===== src/rtl/kf_spike_capture.sv =====
// Egress capture sink for a Kitten Fabric mesh edge port: accepts spike flits and buffers them in a FIFO for a reader.
// Optional macro KF_CAPTURE_TS_EN stores a per-flit acceptance timestamp alongside each flit.
module kf_spike_capture #(
    parameter int FLIT_W = 32,
    parameter int DEPTH  = 16,
    parameter int TS_W   = 16,
    parameter int CNT_W  = 32
) (
    input  logic                     clk,
    input  logic                     rst,
    input  logic                     in_valid,
    output logic                     in_ready,
    input  logic [FLIT_W-1:0]        in_flit,
    input  logic                     arm,
    input  logic                     stop,
    input  logic                     drop_on_full,
    input  logic [CNT_W-1:0]         cap_limit,
    output logic                     rd_valid,
    input  logic                     rd_ready,
    output logic [FLIT_W-1:0]        rd_flit,
    output logic [TS_W-1:0]          rd_ts,
    output logic [$clog2(DEPTH):0]   fill_level,
    output logic [CNT_W-1:0]         cap_count,
    output logic [15:0]              drop_count,
    output logic [1:0]               state
);

    localparam int AW = $clog2(DEPTH);
    localparam int PW = AW + 1;
`ifdef KF_CAPTURE_TS_EN
    localparam int ENTRY_W = FLIT_W + TS_W;
`else
    localparam int ENTRY_W = FLIT_W;
`endif

    typedef enum logic [1:0] {
        S_IDLE = 2'b00,
        S_RUN  = 2'b01,
        S_DONE = 2'b10
    } state_t;

    state_t state_q, state_d;

    logic [ENTRY_W-1:0] mem [DEPTH];
    logic [PW-1:0]      wr_ptr, rd_ptr;
    logic               fifo_full, fifo_empty;
    logic               push, pop, drop_evt;
    logic [CNT_W-1:0]   cap_next;
    logic [ENTRY_W-1:0] wr_entry, head;

    assign fifo_empty = (wr_ptr == rd_ptr);
    assign fifo_full  = (wr_ptr[AW] != rd_ptr[AW]) && (wr_ptr[AW-1:0] == rd_ptr[AW-1:0]);

    // Push/drop decisions are derived without in_ready so the FSM block has no feedback path.
    assign push     = in_valid && !rst && !arm && (state_q == S_RUN) && !fifo_full;
    assign drop_evt = in_valid && !rst && !arm && (state_q == S_RUN) && fifo_full && drop_on_full;
    assign pop      = rd_ready && !fifo_empty && !arm;
    assign cap_next = cap_count + CNT_W'(1);

    always_ff @(posedge clk) begin
        if (rst) begin
            state_q <= S_IDLE;
        end else begin
            state_q <= state_d;
        end
    end

    always_comb begin
        state_d  = state_q;
        in_ready = 1'b0;
        if (!rst && (arm || (state_q != S_RUN) || !fifo_full || drop_on_full)) begin
            in_ready = 1'b1;
        end
        if (arm) begin
            state_d = S_RUN;
        end else if (stop) begin
            state_d = S_IDLE;
        end else if ((state_q == S_RUN) && push && (cap_limit != '0) && (cap_next >= cap_limit)) begin
            state_d = S_DONE;
        end
    end

    always_ff @(posedge clk) begin
        if (rst || arm) begin
            wr_ptr     <= '0;
            rd_ptr     <= '0;
            cap_count  <= '0;
            drop_count <= '0;
        end else begin
            if (push) begin
                wr_ptr    <= wr_ptr + PW'(1);
                cap_count <= cap_next;
            end
            if (pop) begin
                rd_ptr <= rd_ptr + PW'(1);
            end
            if (drop_evt && (drop_count != 16'hFFFF)) begin
                drop_count <= drop_count + 16'd1;
            end
        end
    end

`ifdef KF_CAPTURE_TS_EN
    logic [TS_W-1:0] ts_q;

    always_ff @(posedge clk) begin
        if (rst || arm) begin
            ts_q <= '0;
        end else begin
            ts_q <= ts_q + TS_W'(1);
        end
    end

    assign wr_entry = {ts_q, in_flit};
    assign rd_ts    = head[ENTRY_W-1:FLIT_W];
`else
    assign wr_entry = in_flit;
    assign rd_ts    = '0;
`endif

    // Storage has no reset; occupancy is tracked purely by the pointers.
    always_ff @(posedge clk) begin
        if (push) begin
            mem[wr_ptr[AW-1:0]] <= wr_entry;
        end
    end

    assign head       = mem[rd_ptr[AW-1:0]];
    assign rd_flit    = head[FLIT_W-1:0];
    assign rd_valid   = !fifo_empty;
    assign fill_level = wr_ptr - rd_ptr;
    assign state      = state_q;

endmodule

===== config.mk =====
export PLATFORM = sky130hd
export DESIGN_NAME = kf_spike_capture
export DESIGN_NICKNAME = d
export VERILOG_FILES = /design/src/rtl/kf_spike_capture.sv
export SDC_FILE = /design/constraint.sdc
export NUM_CORES = 1
export LEC_CHECK = 0
export BUFFER_PORTS_ARGS = -buffer_cell sky130_fd_sc_hd__buf_4
export CAP_MARGIN = 20
export CORE_UTILIZATION = 60
export CTS_BUF_LIST = sky130_fd_sc_hd__clkbuf_4 sky130_fd_sc_hd__clkbuf_8
export DETAILED_ROUTE_END_ITERATION = 8
export PLACE_DENSITY = 0.77
export SLEW_MARGIN = 25
export SYNTH_ARGS = -nofsm -noshare
export SYNTH_HDL_FRONTEND = slang
export SYNTH_SLANG_ARGS = --single-unit

===== constraint.sdc =====
create_clock -name clk -period 6.2 [get_ports clk]
set_input_delay 0 -clock clk [delete_from_list [all_inputs] [get_ports clk]]
set_output_delay 0 -clock clk [all_outputs]
set_load 0.005 [all_outputs]

==> results.md <==
* Clock tree buffer depth at 3
* Worst path slowest cell: sky130_fd_sc_hd__nor4_1
* Clock-pin transition on the worst setup and hold timing paths at around 0.06 ns
* Share of cell area taken by muxes after synthesis at 15.4%
* TritonCTS clock tree: done
* Static leakage at approximately 9.3 nW
* Library cells used by synthesis at 62
* Highest achievable clock rate at between 200 and 250 MHz
* Instance count of the mapped netlist at around 1300
* Dominant synthesized flop cell: sky130_fd_sc_hd__edfxtp_1
* P_int at ~6.1 mW
* Global-route met3 utilization at around 5.6%
* Final clock period utilization by the worst path at between 70% and 80%
* Clock latency on the worst-skew pair at approximately 0.64 ns
* Top-count cell post-synth: sky130_fd_sc_hd__edfxtp_1
* Port buffer count at 159
* Worst setup SP type: flop
* Peak per-stage delay on the critical path at about 0.66 ns
* WL per Instance at about 24 um
* Measured slew at the worst slew-check pin at between 1 and 1.5 ns
* Clock root buffer: sky130_fd_sc_hd__clkbuf_8
* Post-layout minimum cycle time at ~4.5 ns
* Xor and xnor fraction of the mapped netlist area at 2.17%
* Count of final hold-check violations at 0
* Hold Path Class: input pin to flop
* Worst flop-to-flop path startpoint: cap_count[0]
* Sum of routed wire length over all layers at between 50000 and 60000 um
* Total track usage at a little over a quarter
* Async set-or-reset flop fraction in the synthesized netlist at 0%
* Post-Syn Area per Cell at between 15 and 20 um^2
* Count of antenna-violating nets left after detailed routing at 0
* Maximum number of pins on one net before global-route repair at 84
* Clock Skew at ~0.024 ns
* Crit Path Class: flop to flop
* Worst max-slew margin expressed relative to the limit at a little under a third
* CP arrival at 4.98 ns
* Result of the run: complete, no violations
* Sequential power share at a little under three fifths
* Simple-Gate Fraction of Synth Area at 5.54%
* Unrepaired setup endpoints after global routing: false
* Initial core utilization at between 60% and 70%
* Clock group share of total power at between 40% and 50%
* Min-Delay Startpoint: cap_limit[16]
* Total clock sinks at roughly 580
* Mean number of vias per cell at a little over 6
* Met2 global-route usage at between 40 and 50%
* Max cap viols at 0
* First-pass GRT wire length at 78700 um
* Gpl congestion at about 0.89
* Cell taking the most area after synthesis: sky130_fd_sc_hd__edfxtp_1
* I/O pin cnt at between 150 and 200
* Synth warnings at 0
* Area grow syn2layout at 17.4%
* Grt ovf at 0
* Floorplan core area at around 39000 um^2
* Total number of vias at between 10000 and 15000
* Compound-gate portion of the synthesized area at around 2.4%
* Number of design rule violations left after detail routing at 0
* PnR Total Power at 7.60 mW
* Cell family with most CP delay: simple AND/OR/NAND/NOR gates
* Syn Std Cell Area at about 24000 um^2
* Crit path required time at just under 7 ns
* Number of enable-type register cells in the synthesized netlist at approximately 510
* Part of the total power dissipated in combinational logic at about 2.2%
* Drt first pass iters at 5
* Sequential fraction of the synthesis area at 69.9%
* Post-synthesis sequential element count at approximately 580
* Critical Path Start: cap_count[0]
* WHS at between 0.1 and 0.15 ns
* Initial DRC Count at 1137
* Critical path cell sequence: ha_1 > and3_2 > nand4_2 > nor4_1 > nand3_1 > xnor2_1 > ha_1 > nand4_1 > nor4_1 > nand4_1 > a211oi_1 > o32ai_1 > dlygate4sd3_1
* Chip height at roughly 200 um
* P per Cell Area at 272 nW/um^2
* Final WS setup at 1.75 ns
* Antenna violations before repair at 3
* TritonCTS Buffers at 91
* Via count of the first global-routing pass at 13400
* Post-placement worst setup slack at between 2 and 2.5 ns
* Fillers at between 2000 and 2500
* Net total in the final layout at 1677
* Worst VDD drop at around 0.17 mV
* Utilization after layout at a little under three quarters
* Setup total negative slack at 0 ns
* Power spent charging and discharging nets at roughly 1.5 mW
* Overall die area at roughly 40000 um^2
* Die boundary width at 201 um
* GR met1 Demand/Resource at between 30% and 40%
* Count of H-tree levels built during CTS at 3
* Adder-cell share of the synthesized area at under 10%
* Dominant combinational cell family by area after synthesis: multiplexers
* Kind of end point of the critical path: flop
* Final count of negative-setup-slack endpoints at 0
* Cells taking the most area after synthesis: sky130_fd_sc_hd__edfxtp_1 65%, sky130_fd_sc_hd__mux4_2 15%, sky130_fd_sc_hd__dfxtp_1 5.4%, sky130_fd_sc_hd__ha_1 2.3%, sky130_fd_sc_hd__xnor2_1 1.1%
* Most numerous cell types in the synthesized netlist: 512 x sky130_fd_sc_hd__edfxtp_1, 160 x sky130_fd_sc_hd__mux4_2, 64 x sky130_fd_sc_hd__dfxtp_1
* Post-CTS Resized at 0
* Yosys top cell area share at about 65%
* Critical path buffer and inverter count at 1
* Layout cell share with drive strength beyond 1 at 32.3%
* Maximum fanout encountered on the critical timing path at 10
* Most heavily used metal layer in global routing: met2
* Number of standard-cell rows in the floorplan at 72
* Number of pins with negative max-slew slack in the final report at 0
* HPWL reported at the end of detailed placement at 30000 um
* Switching fraction of total power at 20.1%
==> layer usage <==
| metal | routed length [um] | up-vias |
|---|---|---|
| met3 | 3750 | 90 |
| met2 | 26100 | 542 |
| met4 | 1250 | 0 |
| li1 | - | 5778 |
| met5 | 0 | - |
| met1 | 20700 | 6654 |
==> power by group through the flow <==
| stage | Sequential (mW) | Clock [mW] | Combinational [mW] |
|---|---|---|---|
| finish | 4.22 | 3.21 | 0.168 |
| floorplan | 4.31 | 0 | 0.0496 |
| global route | 4.22 | 3.43 | 0.182 |
| detailed placement | 4.31 | 0 | 0.145 |
| global placement | 4.30 | 0 | 0.139 |
| CTS | 4.22 | 3.26 | 0.166 |
==> worst reg2reg max path, cell delays in order, from the launching register on <==
cell and delay, ns:
sky130_fd_sc_hd__dfxtp_1 0.43, sky130_fd_sc_hd__ha_1 0.26, sky130_fd_sc_hd__and3_2 0.23, sky130_fd_sc_hd__nand4_2 0.27, sky130_fd_sc_hd__nor4_1 0.66, sky130_fd_sc_hd__nand3_1 0.18, sky130_fd_sc_hd__xnor2_1 0.16, sky130_fd_sc_hd__ha_1 0.32
sky130_fd_sc_hd__nand4_1 0.13, sky130_fd_sc_hd__nor4_1 0.46, sky130_fd_sc_hd__nand4_1 0.18, sky130_fd_sc_hd__a211oi_1 0.34, sky130_fd_sc_hd__o32ai_1 0.16, sky130_fd_sc_hd__dlygate4sd3_1 0.59
==> layout by cell type, fill, tap and decap left out, types with 21 or more instances in the layout <==
| cell type | instances |
|---|---|
| sky130_fd_sc_hd__edfxtp_1 | 512 |
| sky130_fd_sc_hd__xnor2_1 | 30 |
| sky130_fd_sc_hd__nor2_1 | 41 |
| sky130_fd_sc_hd__nand3_1 | 27 |
| sky130_fd_sc_hd__nand2_1 | 42 |
| sky130_fd_sc_hd__clkbuf_4 | 25 |
| sky130_fd_sc_hd__dlygate4sd3_1 | 39 |
| sky130_fd_sc_hd__mux4_2 | 160 |
| sky130_fd_sc_hd__clkinv_1 | 21 |
| sky130_fd_sc_hd__nor4_1 | 21 |
| sky130_fd_sc_hd__dfxtp_1 | 60 |
| sky130_fd_sc_hd__buf_4 | 183 |
| sky130_fd_sc_hd__a21oi_1 | 42 |
| sky130_fd_sc_hd__inv_1 | 46 |
| sky130_fd_sc_hd__xor2_1 | 29 |
| sky130_fd_sc_hd__clkbuf_8 | 94 |
| sky130_fd_sc_hd__ha_1 | 43 |
==> through the flow <==
step / area (um^2) / cells
after floorplan: 23900 / 1319
after global placement: 25700 / 1947
after detailed placement: 25700 / 1947
after CTS: 27900 / 2151
after global routing: 28000 / 2155
final: 28000 / 2155
==> cell type report <==
cell class                      count  area, um^2  area share, %
Multi-Input combinational cell    623        6810           24.4
Tap cell                          518         648           2.32
Sequential cell                   576       16700           59.6
Inverter                           46         173          0.618
Clock inverter                     46         354           1.27
Clock buffer                      119        1480           5.30
Timing Repair Buffer              224        1810           6.48
Antenna cell                        3        7.51         0.0269
==> flip-flops by register name, indices dropped and copies added, names as in the netlist, named ones only <==
name	flops
mem	512
cap_count	32
drop_count	16
rd_ptr	5
wr_ptr	5
state	2
==> repair_timing <==
| action | CTS | global route |
|---|---|---|
| setup buffers | 0 | 0 |
| hold buffers | 39 | 0 |
| hold endpoints to repair | 536 | 0 |
==> cell families after synthesis <==
logic type	count (synthesis)
DFF	576
and+or+nand+nor	244
muxes	166
buffers and inverters	120
AOI/OAI and AO/OA	94
xor gates and xnor gates	59
adders and majority gates	44
other	1
==> path summary, 6_finish.rpt <==
kind | end | slack [ns] | cells past startpoint
hold / removal | state[1] | 0.12 | 6
setup reg to reg | state[0] | 1.75 | 13
setup / recovery | state[0] | 1.75 | 13
hold reg to reg | cap_count[31] | 0.51 | 2
Power figures use the tool's default switching activity.
